==> src/rtl/reg_bus_pkg.sv <==
// Shared types for the config-register bus: FSM states, request and
// response records, and the default address/data widths.
package reg_bus_pkg;

    localparam int REG_AW = 4;
    localparam int REG_DW = 8;

    typedef enum logic [1:0] {
        ST_IDLE   = 2'd0,
        ST_SETUP  = 2'd1,
        ST_ACCESS = 2'd2,
        ST_RESP   = 2'd3
    } reg_bus_state_e;

    typedef struct packed {
        logic              write;
        logic [REG_AW-1:0] addr;
        logic [REG_DW-1:0] wdata;
    } reg_bus_req_t;

    typedef struct packed {
        logic [REG_DW-1:0] rdata;
        logic              err;
    } reg_bus_rsp_t;

endpackage

==> src/rtl/reg_bus_initiator.sv <==
// Register bus master: takes one request at a time, runs SETUP/ACCESS on
// the config-register bus with a bounded ack wait, returns data/status.
// TIMEOUT must be at least 2.
module reg_bus_initiator
    import reg_bus_pkg::*;
#(
    parameter int AW       = REG_AW,
    parameter int DW       = REG_DW,
    parameter int NUM_REGS = 8,
    parameter int TIMEOUT  = 16
) (
    input  logic          clk,
    input  logic          rst,
    input  logic          req_valid,
    output logic          req_ready,
    input  logic          req_write,
    input  logic [AW-1:0] req_addr,
    input  logic [DW-1:0] req_wdata,
    output logic          rsp_valid,
    input  logic          rsp_ready,
    output logic [DW-1:0] rsp_rdata,
    output logic          rsp_err,
    output logic          bus_sel,
    output logic          bus_wr_en,
    output logic          bus_rd_en,
    output logic [AW-1:0] bus_addr,
    output logic [DW-1:0] bus_wdata,
    input  logic [DW-1:0] bus_rdata,
    input  logic          bus_ack
);

    localparam int            CW       = (TIMEOUT > 2) ? $clog2(TIMEOUT) : 1;
    localparam logic [CW-1:0] CNT_LAST = CW'(TIMEOUT - 1);

    reg_bus_state_e state_q, state_d;
    logic           write_q, write_d;
    logic [AW-1:0]  addr_q,  addr_d;
    logic [DW-1:0]  wdata_q, wdata_d;
    logic [CW-1:0]  cnt_q,   cnt_d;
    logic [DW-1:0]  rdata_q, rdata_d;
    logic           err_q,   err_d;

    // Next-state and capture logic for the transaction sequencer
    always_comb begin
        state_d = state_q;
        write_d = write_q;
        addr_d  = addr_q;
        wdata_d = wdata_q;
        cnt_d   = cnt_q;
        rdata_d = rdata_q;
        err_d   = err_q;
        case (state_q)
            ST_IDLE: begin
                if (req_valid) begin
                    write_d = req_write;
                    if (32'(req_addr) < NUM_REGS) begin
                        // Bus address/data only change for decodable requests,
                        // so a decode error leaves the bus completely untouched.
                        addr_d  = req_addr;
                        wdata_d = req_wdata;
                        state_d = ST_SETUP;
                    end else begin
                        rdata_d = '0;
                        err_d   = 1'b1;
                        state_d = ST_RESP;
                    end
                end
            end
            ST_SETUP: begin
                cnt_d   = '0;
                state_d = ST_ACCESS;
            end
            ST_ACCESS: begin
                cnt_d = cnt_q + CW'(1);
                // Ack takes priority over a timeout expiring in the same cycle
                if (bus_ack) begin
                    rdata_d = write_q ? '0 : bus_rdata;
                    err_d   = 1'b0;
                    state_d = ST_RESP;
                end else if (cnt_q == CNT_LAST) begin
                    rdata_d = '0;
                    err_d   = 1'b1;
                    state_d = ST_RESP;
                end
            end
            ST_RESP: begin
                if (rsp_ready) state_d = ST_IDLE;
            end
            default: state_d = ST_IDLE;
        endcase
    end

    // State and captured-request registers, cleared asynchronously
    always_ff @(posedge clk or negedge rst) begin
        if (!rst) begin
            state_q <= ST_IDLE;
            write_q <= 1'b0;
            addr_q  <= '0;
            wdata_q <= '0;
            cnt_q   <= '0;
            rdata_q <= '0;
            err_q   <= 1'b0;
        end else begin
            state_q <= state_d;
            write_q <= write_d;
            addr_q  <= addr_d;
            wdata_q <= wdata_d;
            cnt_q   <= cnt_d;
            rdata_q <= rdata_d;
            err_q   <= err_d;
        end
    end

    // Outputs decode from registers only; req_ready is additionally held low
    // while reset is asserted.
    assign req_ready = (state_q == ST_IDLE) && rst;
    assign rsp_valid = (state_q == ST_RESP);
    assign rsp_rdata = rdata_q;
    assign rsp_err   = err_q;
    assign bus_sel   = (state_q == ST_SETUP) || (state_q == ST_ACCESS);
    assign bus_wr_en = (state_q == ST_ACCESS) &&  write_q;
    assign bus_rd_en = (state_q == ST_ACCESS) && !write_q;
    assign bus_addr  = addr_q;
    assign bus_wdata = wdata_q;

endmodule

==> config.mk <==
export PLATFORM = sky130hd
export DESIGN_NAME = reg_bus_initiator
export DESIGN_NICKNAME = d
export VERILOG_FILES = /design/src/rtl/reg_bus_pkg.sv /design/src/rtl/reg_bus_initiator.sv
export SDC_FILE = /design/constraint.sdc
export NUM_CORES = 1
export LEC_CHECK = 0
export CAP_MARGIN = 25
export CORE_MARGIN = 2
export CORE_UTILIZATION = 35
export DETAILED_ROUTE_END_ITERATION = 7
export GPL_TIMING_DRIVEN = 0
export PLACE_DENSITY = 0.7
export SETUP_SLACK_MARGIN = 0.2
export SLEW_MARGIN = 20
export SYNTH_ARGS = -nofsm -noshare
export SYNTH_HDL_FRONTEND = slang
export SYNTH_SLANG_ARGS = --single-unit
==> constraint.sdc <==
create_clock -name clk -period 4.15 [get_ports clk]
set_input_delay 0.83 -clock clk [delete_from_list [all_inputs] [get_ports clk]]
set_output_delay 0.83 -clock clk [all_outputs]
set_load 0.01 [all_outputs]
Word level (Yosys, flattened, before mapping)
Index checks and enable logic that the tools add are counted.
{ "word_totals": {"regBits": 28, "latchBits": 0, "ram_bits": 0, "romBits": 0, "input_bits": 26, "output_inout_bits": 26, "word_cells": 47, "n_memories": 0} }
{ "classes": {"add_sub_neg": 1, "n_mul": 0, "div": 0, "order_cmp": 1, "n_eq_ne": 8, "shifts": 0, "n_mux": 18, "bitwise": 0, "reduce_logical": 12} }
{ "op_table": {"columns": ["op", "count"], "rows": [
  ["two-way mux 8 bit", 5],
  ["one-hot mux 8 bit (2 select lines)", 1],
  ["two-way mux 2 bit", 5],
  ["one-hot mux 2 bit (4 select lines)", 1],
  ["one-hot mux 4 bit (2 select lines)", 1],
  ["AND reduction 3 bit", 2],
  ["adder 4 x 1 -> 4 bit, second input constant", 1],
  ["== test 2 bit, second input constant", 2],
  ["== test 4 bit, second input constant", 1],
  ["less-than comparator 4 bit, second input constant", 1],
  ["two-way mux 1 bit", 4],
  ["inequality test 2 bit, second input constant", 2],
  ["AND reduction 4 bit", 1],
  ["nonzero test 2 bit", 2],
  ["logical AND 1 bit", 3],
  ["inequality test 3 bit, second input constant", 1],
  ["== test 2 x 1 -> 1 bit, second input constant", 1],
  ["zero test 2 bit", 1],
  ["inequality test 2 x 1 -> 1 bit, second input constant", 1],
  ["one-hot mux 1 bit (2 select lines)", 1],
  ["AND reduction 2 bit", 1],
  ["zero test 1 bit", 1],
  ["logical OR 1 bit", 1]
]} }

Depth between registers and ports, before layout
{ "logic_depth": {"word_depth": 4, "depth_mapped": 7, "ltp_nobuf": 5} }

Worst setup path before layout
Ideal clock, no wire load.
{ "synth_path": {"path_kind": "input-to-output", "start": "input rst", "end": "output req_ready", "arrival_time_ns": 0.995, "t_required_ns": 3.320, "slack_ns": 2.325, "stages": 1, "n_path_buf": 0, "cell_sequence": "and2_1"} }
{ "synth_via": {"elab_chain_len": 1} }
{ "synth_lines": {"columns": ["element", "line_no", "source"], "rows": [
  ["from (decl)", "reg_bus_initiator.sv:13", "input logic rst,"],
  ["logical AND 1 bit", "reg_bus_initiator.sv:116", "assign req_ready = (state_q == ST_IDLE) && rst;"],
  ["to (decl)", "reg_bus_initiator.sv:15", "output logic req_ready,"]
]} }
No other way between the ends.

Worst setup path after layout
Ends and elaborated chain as after synthesis.

==> out/summary.txt <==
Layout Nets -> 183
Post-CTS Hold Fix Bufs -> 0
Unrepaired setup endpoints after global routing -> no
Synth cell count leaders -> 28 x dfrtp_1, 9 x a22o_1, 9 x mux2_4
Post-synth net total -> 127
Cell variety after synth -> 26
DRC viols -> 0
Most numerous cell in the Yosys netlist -> dfrtp_1
Antenna violations before repair -> 0
Die width -> 64.4 um
Core ar. -> 0.00342 sq mm
Worst EP arrival -> 2.07 ns
Post-Syn Instances -> 97
# diodes -> 0
EDFF count, synth -> 0
# resized after CTS -> 0
Vias in the first global route -> 970
CTS tree -> done
Clk Tree Root Cell -> clkbuf_4
Post-place instance area -> 0.00184 sq mm
Drt first-iter violations -> 48
Clock latency on the worst-skew pair -> 0.32 ns
Synth Area per Inst -> 13.1 sq um
Cell area after layout -> 0.00189 sq mm
Ys async rst share -> 100%
Post-synth top area share -> 55.0%
Clk slew on worst S/H paths -> 0.15 ns
PD cells -> 662 mW/mm^2
# port buffers -> 51
TritonCTS Buffers -> 3
Fmax -> 344 MHz
Setup TNS -> 0 ns
Per-cell routed wire length -> 14.3 um
Cell internal pwr -> 0.852 mW
Min-delay worst type -> input pin to async pin
Ratio of cells with drive above 1 in the final layout -> 15.1%
Maximum fanout along the worst path -> 29
Worst relative slew slack -> 56.3%
CP required -> 3.32 ns
Pleak -> 0.854 nW
Status -> finished, final reports clean
Vias/cell -> 4.82
Routed Antenna Nets -> 0
Final HPWL DP -> 2050 um
CTS Buffer Depth -> 2
GRT Residual Overflow -> 0
Largest area contributor in the netlist -> dfrtp_1
Initial core utilization -> 37.3%
Wirelength, routed -> 2830 um
Synthesized area -> 0.00127 sq mm
Hold_ws -> 0.497 ns
Final hold violations -> 0
Via count -> 954
Clock Sinks -> 28
Area grow syn2layout -> 48.3%
Sw Share -> 31.8%
Number of setup buffers added after CTS -> 0
Synth top area cells -> dfrtp_1 55%, mux2_4 11%, a22o_1 6.2%
Sequential-to-total area share from yosys stat -> 55.0%
Setup CP Type -> input pin to output port
Pins over their slew limit -> 0
CP Capture Type -> output port
Final period util -> 70.0%
Ys flop type -> dfrtp_1
Worst-margin pin slew -> 0.656 ns
# IOs -> 52
Die outline area -> 0.00414 sq mm
Seq pwr share -> 34.5%
Peak supply drop -> 373 uV
Final GP Congestion -> 0.738
Yosys warnings -> 0
Largest net degree at the start of global routing -> 30
Min Tclk post-route -> 2.90 ns
Total net switching power -> 0.398 mW
H-tree depth -> 1
Die Span Y -> 64.4 um
Clock share of power -> 14.2%
Synth Register Bits -> 28
Global-route wire length before repair -> 4750 um
Final setup viols -> 0
Cell row count -> 21
Pre-antenna DRT Iters -> 4
Max_cap viols -> 0
Comb power frac -> 51.3%
Fin util -> 55.3%
GR Util All Layers -> 14.6%
Critical Path Start Type -> input pin
Clk_skew -> 0.00284 ns
-- cell usage in the layout, fill, tap and decap left out, types with 3 or more instances in the layout --
cell type         n
a22o_1            9
and2_1            3
clkbuf_4          3
clkdlybuf4s50_1  50
dfrtp_1          28
ha_1              4
inv_1             7
mux2_2            3
mux2_4            9
nand2_1           3
nand3_1           6
nor2b_1           3
o21ai_0           3
-- state kept, by name (all words and copies together) (netlist names) --
signal / count
state_q: 2
rsp_rdata: 8
cnt_q: 4
rsp_err: 1
bus_wdata: 8
bus_addr: 4
write_q: 1
-- routing by layer --
layer  wire (um)  track usage, %  vias to the layer above
met5           0               0                        -
met4          61            3.99                        0
met3         141            4.05                        6
met2        1390            24.0                       32
met1        1240            18.8                      461
li1            -               -                      455
-- path summary, 6_finish.rpt --
| check | start | endpoint | slack (ns) | depth (start not counted) |
|---|---|---|---|---|
| min in group clk | bus_addr[3] | bus_addr[3] | 0.51 | 1 |
| max in group asynchronous | rst | rsp_err | 3.26 | 1 |
| min reg2reg | bus_addr[3] | bus_addr[3] | 0.51 | 1 |
| min | rst | bus_wdata[7] | 0.50 | 1 |
| max | rst | req_ready | 1.25 | 3 |
| max reg2reg | state_q[0] | rsp_rdata[2] | 2.37 | 6 |
-- critical path, cell delays in order --
cell	delay (ns)
buf_2	0.49
and2_1	0.22
clkdlybuf4s50_1	0.53
-- stage by stage --
| step | worst slack, ns | cells | total power [mW] |
|---|---|---|---|
| 6_report | 1.25 | 198 | 1.25 |
| 5_1_grt | 1.11 | 198 | 1.34 |
| 4_1_cts | 1.19 | 198 | 1.27 |
| 3_5_place_dp | 1.19 | 194 | 1.08 |
| 3_3_place_gp | 0.340 | 194 | 1.06 |
| 2_1_floorplan | 2.33 | 97 | 0.789 |
-- layout make-up --
cell class	count	area [sq um]
inverters	7	26.3
well taps	46	57.6
multi-input cells	57	509
plain buffers	5	38.8
flip-flops and latches	28	701
repair buffers	51	505
fillers	287	1530
clock inverters	1	30.0
clock buffers	3	22.5
-- cell families after synthesis --
| logic type | count (synthesis) | share of synthesized area, % |
|---|---|---|
| flip-flops | 28 | 55.0 |
| AND/OR/NAND/NOR | 21 | 9.91 |
| AO/OA/AOI/OAI | 18 | 11.3 |
| multiplexers | 14 | 14.8 |
| buffers and inverters | 12 | 5.10 |
| adder cells (fa/ha/maj) | 4 | 3.93 |
-- power groups by stage --
stage / combinational (mW) / clock, mW / sequential (mW)
3_5_place_dp: 0.643 / 0 / 0.438
2_1_floorplan: 0.324 / 0 / 0.466
4_1_cts: 0.649 / 0.186 / 0.432
6_report: 0.642 / 0.178 / 0.431
5_1_grt: 0.701 / 0.198 / 0.445
3_3_place_gp: 0.633 / 0 / 0.431
(Power assumes the default switching activity.)
